**config.mk**
```make
export PLATFORM = sky130hd
export DESIGN_NAME = spectrum_peak_finder
export DESIGN_NICKNAME = d
export VERILOG_FILES = /design/src/rtl/spectrum_peak_finder.sv
export SDC_FILE = /design/constraint.sdc
export NUM_CORES = 1
export LEC_CHECK = 0
export CAP_MARGIN = 30
export CORE_AREA = 2 2 174 108
export CTS_BUF_LIST = sky130_fd_sc_hd__clkbuf_8
export DETAILED_ROUTE_END_ITERATION = 10
export DIE_AREA = 0 0 176 110
export PLACE_DENSITY = 0.59
export SYNTH_ARGS = -nofsm -noshare
export SYNTH_HDL_FRONTEND = slang
export SYNTH_SLANG_ARGS = --single-unit
export TNS_END_PERCENT = 30
```
**constraint.sdc**
```tcl
create_clock -name aclk -period 8.73 [get_ports aclk]
set_input_delay 2.619 -clock aclk [delete_from_list [all_inputs] [get_ports aclk]]
set_output_delay 2.619 -clock aclk [all_outputs]
set_load 0.01 [all_outputs]
```
**src/rtl/spectrum_peak_finder.sv**
```systemverilog
// Spectrum peak finder: scans one FFT frame of IEEE-754 magnitude-squared bins
// and reports the largest eligible bin, its index and a frame-length error flag.
module spectrum_peak_finder #(
   parameter int N_BINS    = 128,
   parameter int IDX_W     = 7,
   parameter int SKIP_DC   = 1,
   parameter int HALF_ONLY = 1
) (
   input  logic             aclk,
   input  logic             areset,
   input  logic [31:0]      s_axis_tdata,
   input  logic             s_axis_tvalid,
   output logic             s_axis_tready,
   input  logic             s_axis_tlast,
   output logic [31:0]      m_peak_mag,
   output logic [IDX_W-1:0] m_peak_idx,
   output logic             m_frame_err,
   output logic             m_valid,
   input  logic             m_ready,
   output logic [1:0]       fsm_state
);

   // Handshakes: an input beat moves when s_axis_tvalid && s_axis_tready at a
   // rising edge; a result moves when m_valid && m_ready at a rising edge.
   // Once raised, m_valid and the result fields hold until that edge.

   typedef enum logic [1:0] {
      ACCUM = 2'd0,
      HOLD  = 2'd1,
      DROP  = 2'd2
   } state_t;

   localparam logic [IDX_W:0] FRAME_LEN = (IDX_W+1)'(N_BINS);

   state_t           state;
   logic [IDX_W:0]   cnt;
   logic [31:0]      best;
   logic [IDX_W-1:0] best_idx;
   logic             have_best;
   logic             drop_pending;

   logic             xfer;
   logic [IDX_W-1:0] bin_idx;
   logic [IDX_W:0]   cnt_inc;
   logic             last_bin;
   logic             eligible;
   logic             is_nan;
   logic [31:0]      san;
   logic [31:0]      cand_best;
   logic [IDX_W-1:0] cand_idx;

   assign xfer      = s_axis_tvalid && s_axis_tready;
   assign bin_idx   = cnt[IDX_W-1:0];
   assign cnt_inc   = cnt + 1'b1;
   assign last_bin  = (cnt_inc == FRAME_LEN);
   assign eligible  = !((SKIP_DC != 0) && (bin_idx == '0)) &&
                      !((HALF_ONLY != 0) && bin_idx[IDX_W-1]);
   assign is_nan    = (&s_axis_tdata[30:23]) && (|s_axis_tdata[22:0]);
   assign san       = s_axis_tdata[31] ? 32'h0000_0000 : s_axis_tdata;
   assign fsm_state = state;

   // Non-negative IEEE singles order the same as their raw bit patterns, so a
   // plain unsigned compare finds the maximum; strict '>' keeps the lowest index.
   always_comb begin
      cand_best = best;
      cand_idx  = best_idx;
      if (eligible) begin
         if (!have_best) begin
            cand_best = is_nan ? 32'h0000_0000 : san;
            cand_idx  = bin_idx;
         end else if (!is_nan && (san > best)) begin
            cand_best = san;
            cand_idx  = bin_idx;
         end
      end
   end

   always_ff @(posedge aclk or posedge areset) begin
      if (areset) begin
         state         <= ACCUM;
         cnt           <= '0;
         best          <= '0;
         best_idx      <= '0;
         have_best     <= 1'b0;
         drop_pending  <= 1'b0;
         m_valid       <= 1'b0;
         m_peak_mag    <= '0;
         m_peak_idx    <= '0;
         m_frame_err   <= 1'b0;
         s_axis_tready <= 1'b0;
      end else begin
         case (state)
            ACCUM: begin
               s_axis_tready <= 1'b1;
               if (xfer) begin
                  cnt       <= cnt_inc;
                  best      <= cand_best;
                  best_idx  <= cand_idx;
                  have_best <= have_best || eligible;
                  // A frame ends on tlast or on a full frame without tlast;
                  // the latter leaves the tail of that frame to be dropped.
                  if (s_axis_tlast || last_bin) begin
                     m_peak_mag    <= cand_best;
                     m_peak_idx    <= cand_idx;
                     m_frame_err   <= !(s_axis_tlast && last_bin);
                     drop_pending  <= !s_axis_tlast;
                     m_valid       <= 1'b1;
                     s_axis_tready <= 1'b0;
                     state         <= HOLD;
                  end
               end
            end
            HOLD: begin
               if (m_ready) begin
                  m_valid       <= 1'b0;
                  cnt           <= '0;
                  best          <= '0;
                  best_idx      <= '0;
                  have_best     <= 1'b0;
                  s_axis_tready <= 1'b1;
                  state         <= drop_pending ? DROP : ACCUM;
               end
            end
            DROP: begin
               s_axis_tready <= 1'b1;
               if (xfer && s_axis_tlast) begin
                  drop_pending <= 1'b0;
                  state        <= ACCUM;
               end
            end
            default: begin
               s_axis_tready <= 1'b0;
               state         <= ACCUM;
            end
         endcase
      end
   end

endmodule

```
# After elaboration in Yosys (flattened, before gate mapping)
# Index checks and enable logic that the tools add are counted.
dict set report word_totals {
  regBits 93
  inputBits 37
  wordCells 81
}
dict set report classes {
  add_sub_neg 1
  magnitude_cmp 1
  n_eq_ne 7
  muxes 37
  reduce_logical 24
}
# cell count
set op_table {}
lappend op_table {{2-to-1 mux 32 bit} 5}
lappend op_table {{case mux 32 bit (2 select lines)} 1}
lappend op_table {{2-to-1 mux 31 bit} 2}
lappend op_table {{2-to-1 mux 7 bit} 5}
lappend op_table {{> comparator 31 x 32 -> 1 bit} 1}
lappend op_table {{OR reduction 23 bit} 1}
lappend op_table {{2-to-1 mux 8 bit} 2}
lappend op_table {{case mux 8 bit (2 select lines)} 1}
lappend op_table {{case mux 7 bit (2 select lines)} 1}
lappend op_table {{AND reduction 4 bit} 3}
lappend op_table {{2-to-1 mux 1 bit} 10}
lappend op_table {{2-to-1 mux 2 bit} 5}
lappend op_table {{adder 8 x 1 -> 8 bit, second input constant} 1}
lappend op_table {{equality test 8 bit, second input constant} 1}
lappend op_table {{inequality test 2 bit, second input constant} 4}
lappend op_table {{AND reduction 8 bit} 1}
lappend op_table {{zero test 7 bit} 1}
lappend op_table {{logical AND 1 bit} 6}
lappend op_table {{case mux 1 bit (2 select lines)} 3}
lappend op_table {{case mux 2 bit (3 select lines)} 1}
lappend op_table {{AND reduction 3 bit} 2}
lappend op_table {{zero test 1 bit} 5}
lappend op_table {{nonzero test 2 bit} 2}
lappend op_table {{case mux 1 bit (3 select lines)} 1}
lappend op_table {{4 further kinds} 5}

# Depth between registers and ports, before layout
dict set report logic_depth {
  word_depth 9
  mapped_depth 13
  ltp_nobuf 10
}

# Worst setup path after synthesis
# Ideal clock, no wire load.
dict set report synth_path {
  path_type {input -> register}
  from {input port s_axis_tdata[31]}
  to {register best[0]}
  setup_ns 0.065
  t_arrival_ns 5.265
  t_required_ns 8.665
  slack_ns 3.400
  stages 13
  n_path_buf 3
  cell_sequence {clkbuf_1 nor2b_1 ha_1 a21oi_1 o21ai_1 a2111o_1 o311a_1 o31ai_2 a21oi_1 o21bai_1 buf_4 buf_4 a22o_1}
}
dict set report synth_via {
  elab_chain_len 8
}
# item line
set synth_lines {}
lappend synth_lines {{from (decl)} 11} ;# input logic [31:0] s_axis_tdata,
lappend synth_lines {{2-to-1 mux 31 bit *} 59} ;# assign san = s_axis_tdata[31] ? 32'h0000_0000 : s_axis_tdata;
lappend synth_lines {{> comparator 31 x 32 -> 1 bit} 71} ;# end else if (!is_nan && (san > best)) begin
lappend synth_lines {{logical AND 1 bit} 71}
lappend synth_lines {{2-to-1 mux 32 bit} 71}
lappend synth_lines {{2-to-1 mux 32 bit *} 68} ;# if (!have_best) begin
lappend synth_lines {{2-to-1 mux 32 bit *} 67} ;# if (eligible) begin
lappend synth_lines {{2-to-1 mux 32 bit *} 95} ;# if (xfer) begin
lappend synth_lines {{case mux 32 bit (2 select lines) *} 92} ;# case (state)
lappend synth_lines {{to (signal assigned)} 97} ;# best <= cand_best;
lappend synth_lines {{to (decl)} 37} ;# logic [31:0] best;
# Every way passes the cells marked *; elsewhere a longest branch is shown, timed or not. The select of a mux whose other input is x is not followed.
# A chain may end at the register's enable or synchronous reset.

# Final worst setup path
dict set report layout_path {
  from {input port s_axis_tdata[31]}
  to {register m_peak_mag[27]}
}
dict set report layout_via {
  elab_chain_len 6
}
# item line
set layout_lines {}
lappend layout_lines {{2-to-1 mux 31 bit *} 59}
lappend layout_lines {{> comparator 31 x 32 -> 1 bit} 71}
lappend layout_lines {{logical AND 1 bit} 71}
lappend layout_lines {{2-to-1 mux 32 bit} 71}
lappend layout_lines {{2-to-1 mux 32 bit *} 68}
lappend layout_lines {{2-to-1 mux 32 bit *} 67}
lappend layout_lines {{to (signal assigned)} 103} ;# m_peak_mag <= cand_best;
lappend layout_lines {{to (decl)} 15} ;# output logic [31:0] m_peak_mag,
# Every way passes the cells marked *; elsewhere a longest branch is shown, timed or not.

==> out/results.ini <==
[run_status]
status = finished clean

[floorplanning]
die-area_um2 = 19360
pin_count = 81
coreArea_um2 = 17730
die_y_um = 110
chipWidth_um = 176
start_util_pct = 29.44
rows = 38

[critical_path]
crit_path_cell_trace = clkdlybuf4s50_1, buf_8, nor2b_1, ha_1, a21oi_1, nor2_1, a2111o_1, o311a_1, o31ai_2, a21oi_1, buf_4, nor2_2, buf_4, a221o_1
required_ns = 9.04
critPathSlowestCell = clkdlybuf4s50_1
critPathMaxFanout = 24
cpPeakStageDelay_ns = 0.83
path_class = in2reg
cp.arrival_ns = 6.63
cp-end-kind = flip-flop
critPathLaunchType = primary input

[clock_tree]
clk_path_buf_depth = 2
ctsHoldBuffers = 0
cts_setup_buffers = 0
root_buffer = clkbuf_8
clock_latency_ns = 0.37
cts_resized = 0
numCtsBuffers = 9
htreeDepth = 3
cts_tree = done
clk_pin_slew_ns = 0.09
clock_sinks = 93

[global_route]
met3_usage_pct = 4.355
grtUsageMet1_pct = 24.99
grt_pass1_vias = 4308
grt_antenna_before_repair = 0
track_usage_pct = 16.17
use_met2_pct = 22.08
grt_pass1_wl_mm = 24.07
grt.overflow.total = 0
grt-busiest-layer = met1
grt_max_degree = 64

[cells_and_area]
fill_cells = 1778
final_util_pct = 36.23
drive_above_1_share_pct = 5.882
fin_area_um2 = 6425
num_antenna_cells = 0
syn_to_final_growth_pct = 23.05
nNetsFinal = 664

[placement]
dp_hpwl_mm = 11.08
place_congestion = 0.8298
postPlaceCellArea_um2 = 6261
port_buffers = 80

[synthesis]
ys_warn_count = 0
synthArstFlopShare_pct = 100.0
seq_area_frac_synth_pct = 44.57
ys_ff_latch = 93
syn_nets = 596
ys_types = 48
postSynthCellCount = 523
syn_area_per_cell_um2 = 9.983
synth_edf_count = 0
synth_flop_cell = dfrtp_1
netlist_area_um2 = 5221

[sta]
max_freq_mhz = 158.2
period_share_pct = 72.42
tightest_slew_ns = 0.8660
finClkSkew_ns = 0.01668
fin_setup_tns_ns = 0
finalCriticalPeriod_ns = 6.322
hold_viol_final = 0
setup_viol = 0
slew-limit-headroom_pct = 41.95
rsz0062_at_grt = false
maxSlewViolCount = 0

[route]
ant_nets = 0
avgViaCountPerCell = 5.175
first_pass_iters = 5
vias = 4321
drt-initial-drc-count = 303
drcViolationCount = 0
routed_wl_mm = 15.00
wire_per_inst_um = 17.96

[flow_run]
cap_violations = 0

[power_and_ir_drop]
power-per-cell-area_nw_per_um2 = 291.1
vdd_drop_max_uv = 85.73
p_leak_nw = 2.841

[hold_path]
hp-class = reg2reg

[where the power goes]
group | switching [mW] | total [mW] | leakage (nW) | internal [mW]
Clock | 0.159 | 0.260 | 0.0789 | 0.101
Sequential | 0.145 | 0.728 | 1.25 | 0.583
Combinational | 0.461 | 0.882 | 1.51 | 0.421
Total | 0.765 | 1.87 | 2.84 | 1.11
[synthesized netlist by cell type, types with 2 or more instances]
| library cell | instances | share of area, % |
|---|---|---|
| nand2_1 | 38 | 2.7 |
| o21a_1 | 2 | 0.29 |
| nor3_1 | 5 | 0.48 |
| mux2i_1 | 8 | 1.5 |
| a22o_1 | 35 | 5.9 |
| nor2_1 | 23 | 1.7 |
| nand4_1 | 9 | 1.1 |
| a21oi_1 | 22 | 2.1 |
| a31oi_1 | 2 | 0.24 |
| buf_4 | 5 | 0.72 |
| nor3b_1 | 3 | 0.43 |
| a221o_1 | 30 | 5.8 |
| nor2b_1 | 31 | 3.7 |
| inv_1 | 38 | 2.7 |
| nand2b_1 | 6 | 0.72 |
| and3_1 | 30 | 3.6 |
| ha_1 | 36 | 8.6 |
| and2_1 | 3 | 0.36 |
| a21o_1 | 5 | 0.72 |
| o21ai_0 | 30 | 2.9 |
| a32o_1 | 6 | 1.2 |
| dfrtp_1 | 93 | 45 |
| buf_2 | 6 | 0.58 |
| xor2_1 | 2 | 0.34 |
| buf_6 | 4 | 0.86 |
| o21bai_1 | 2 | 0.29 |
| clkbuf_1 | 17 | 1.2 |
| nand3_1 | 5 | 0.48 |
| nor4_1 | 7 | 0.84 |
| a211oi_1 | 2 | 0.29 |
[worst max-delay path, delay by kind of cell]
family	cells	cell delay, ns
buffers and inverters	4	1.67
AOI/OAI and AO/OA	6	1.48
and+or+nand+nor	3	0.54
adders and majority gates	1	0.29
[per-stage QoR]
| stage | total power, mW | hold slack (ns) | std cells | setup WS [ns] |
|---|---|---|---|---|
| after CTS | 1.880 | 0.5022 | 835 | 2.456 |
| after global routing | 2.012 | 0.5296 | 835 | 2.231 |
| final | 1.870 | 0.4901 | 835 | 2.408 |
| after global placement | 1.570 | 0.4651 | 817 | 1.855 |
| after detailed placement | 1.612 | 0.4803 | 820 | 2.087 |
| after floorplan | 1.246 | 0.4545 | 523 | 3.400 |
[worst paths after layout]
check	startpoint	endpoint	slack [ns]	cells after the start
setup / recovery	s_axis_tdata[31]	m_peak_mag[27]	2.41	14
hold / removal	m_peak_idx[2]	m_peak_idx[2]	0.49	2
setup reg to reg	cnt[2]	m_peak_mag[27]	5.12	9
hold reg to reg	m_peak_idx[2]	m_peak_idx[2]	0.49	2
max in group asynchronous	areset	best[3]	5.33	4
min in group asynchronous	areset	m_peak_mag[16]	2.48	2
[cells by family (layout without fill, tap and decap cells)]
logic type	count (synthesis)	count (layout)	synth area share [%]
AO/OA/AOI/OAI	147	147	21.59
buffers and inverters	70	142	6.111
AND/OR/NAND/NOR	167	167	17.23
adder cells (fa/ha/maj)	36	36	8.627
flip-flops	93	93	44.57
XOR/XNOR	2	2	0.3356
multiplexers	8	8	1.534
[routing by layer]
metal | vias up | part of all wire (%)
met5 | - | 0
met2 | 178 | 39
li1 | 2048 | -
met1 | 2083 | 52
met3 | 12 | 7.8
met4 | 0 | 0.77
[state kept, by name (all words and copies together) (netlist names)]
name           count
m_frame_err        1
s_axis_tready      1
best_idx           7
m_peak_mag        32
drop_pending       1
have_best          1
m_peak_idx         7
fsm_state          2
best              32
cnt                8
m_valid            1
[area by class of cell]
type | instances | area (um^2) | share of cell area [%]
multi-input cells | 360 | 2586 | 40.25
repair buffers | 89 | 903.4 | 14.06
well taps | 240 | 300.3 | 4.674
inverters | 38 | 143.9 | 2.240
flip-flops and latches | 93 | 2327 | 36.22
clock inverters | 6 | 40.04 | 0.6232
clock buffers | 9 | 123.9 | 1.928
[cells in the final DEF (no fill, tap or decap), drive strengths merged, types with 3 or more instances in the layout]
cell and instances:
nor2 24, buf 9, nor3b 3, and2 3, clkinvlp 3, nand2b 6
dfrtp 93, nor3 5, nand4 9, a32o 6, clkdlybuf4s50 80, a221o 30
and3 30, a21o 5, a21oi 22, clkbuf 9, ha 36, mux2i 8
nand2 39, nor2b 32, a22o 35, inv 39, o21ai 31, nand3 5
nor4 7
Note: power is estimated with default switching activity, not from simulation.
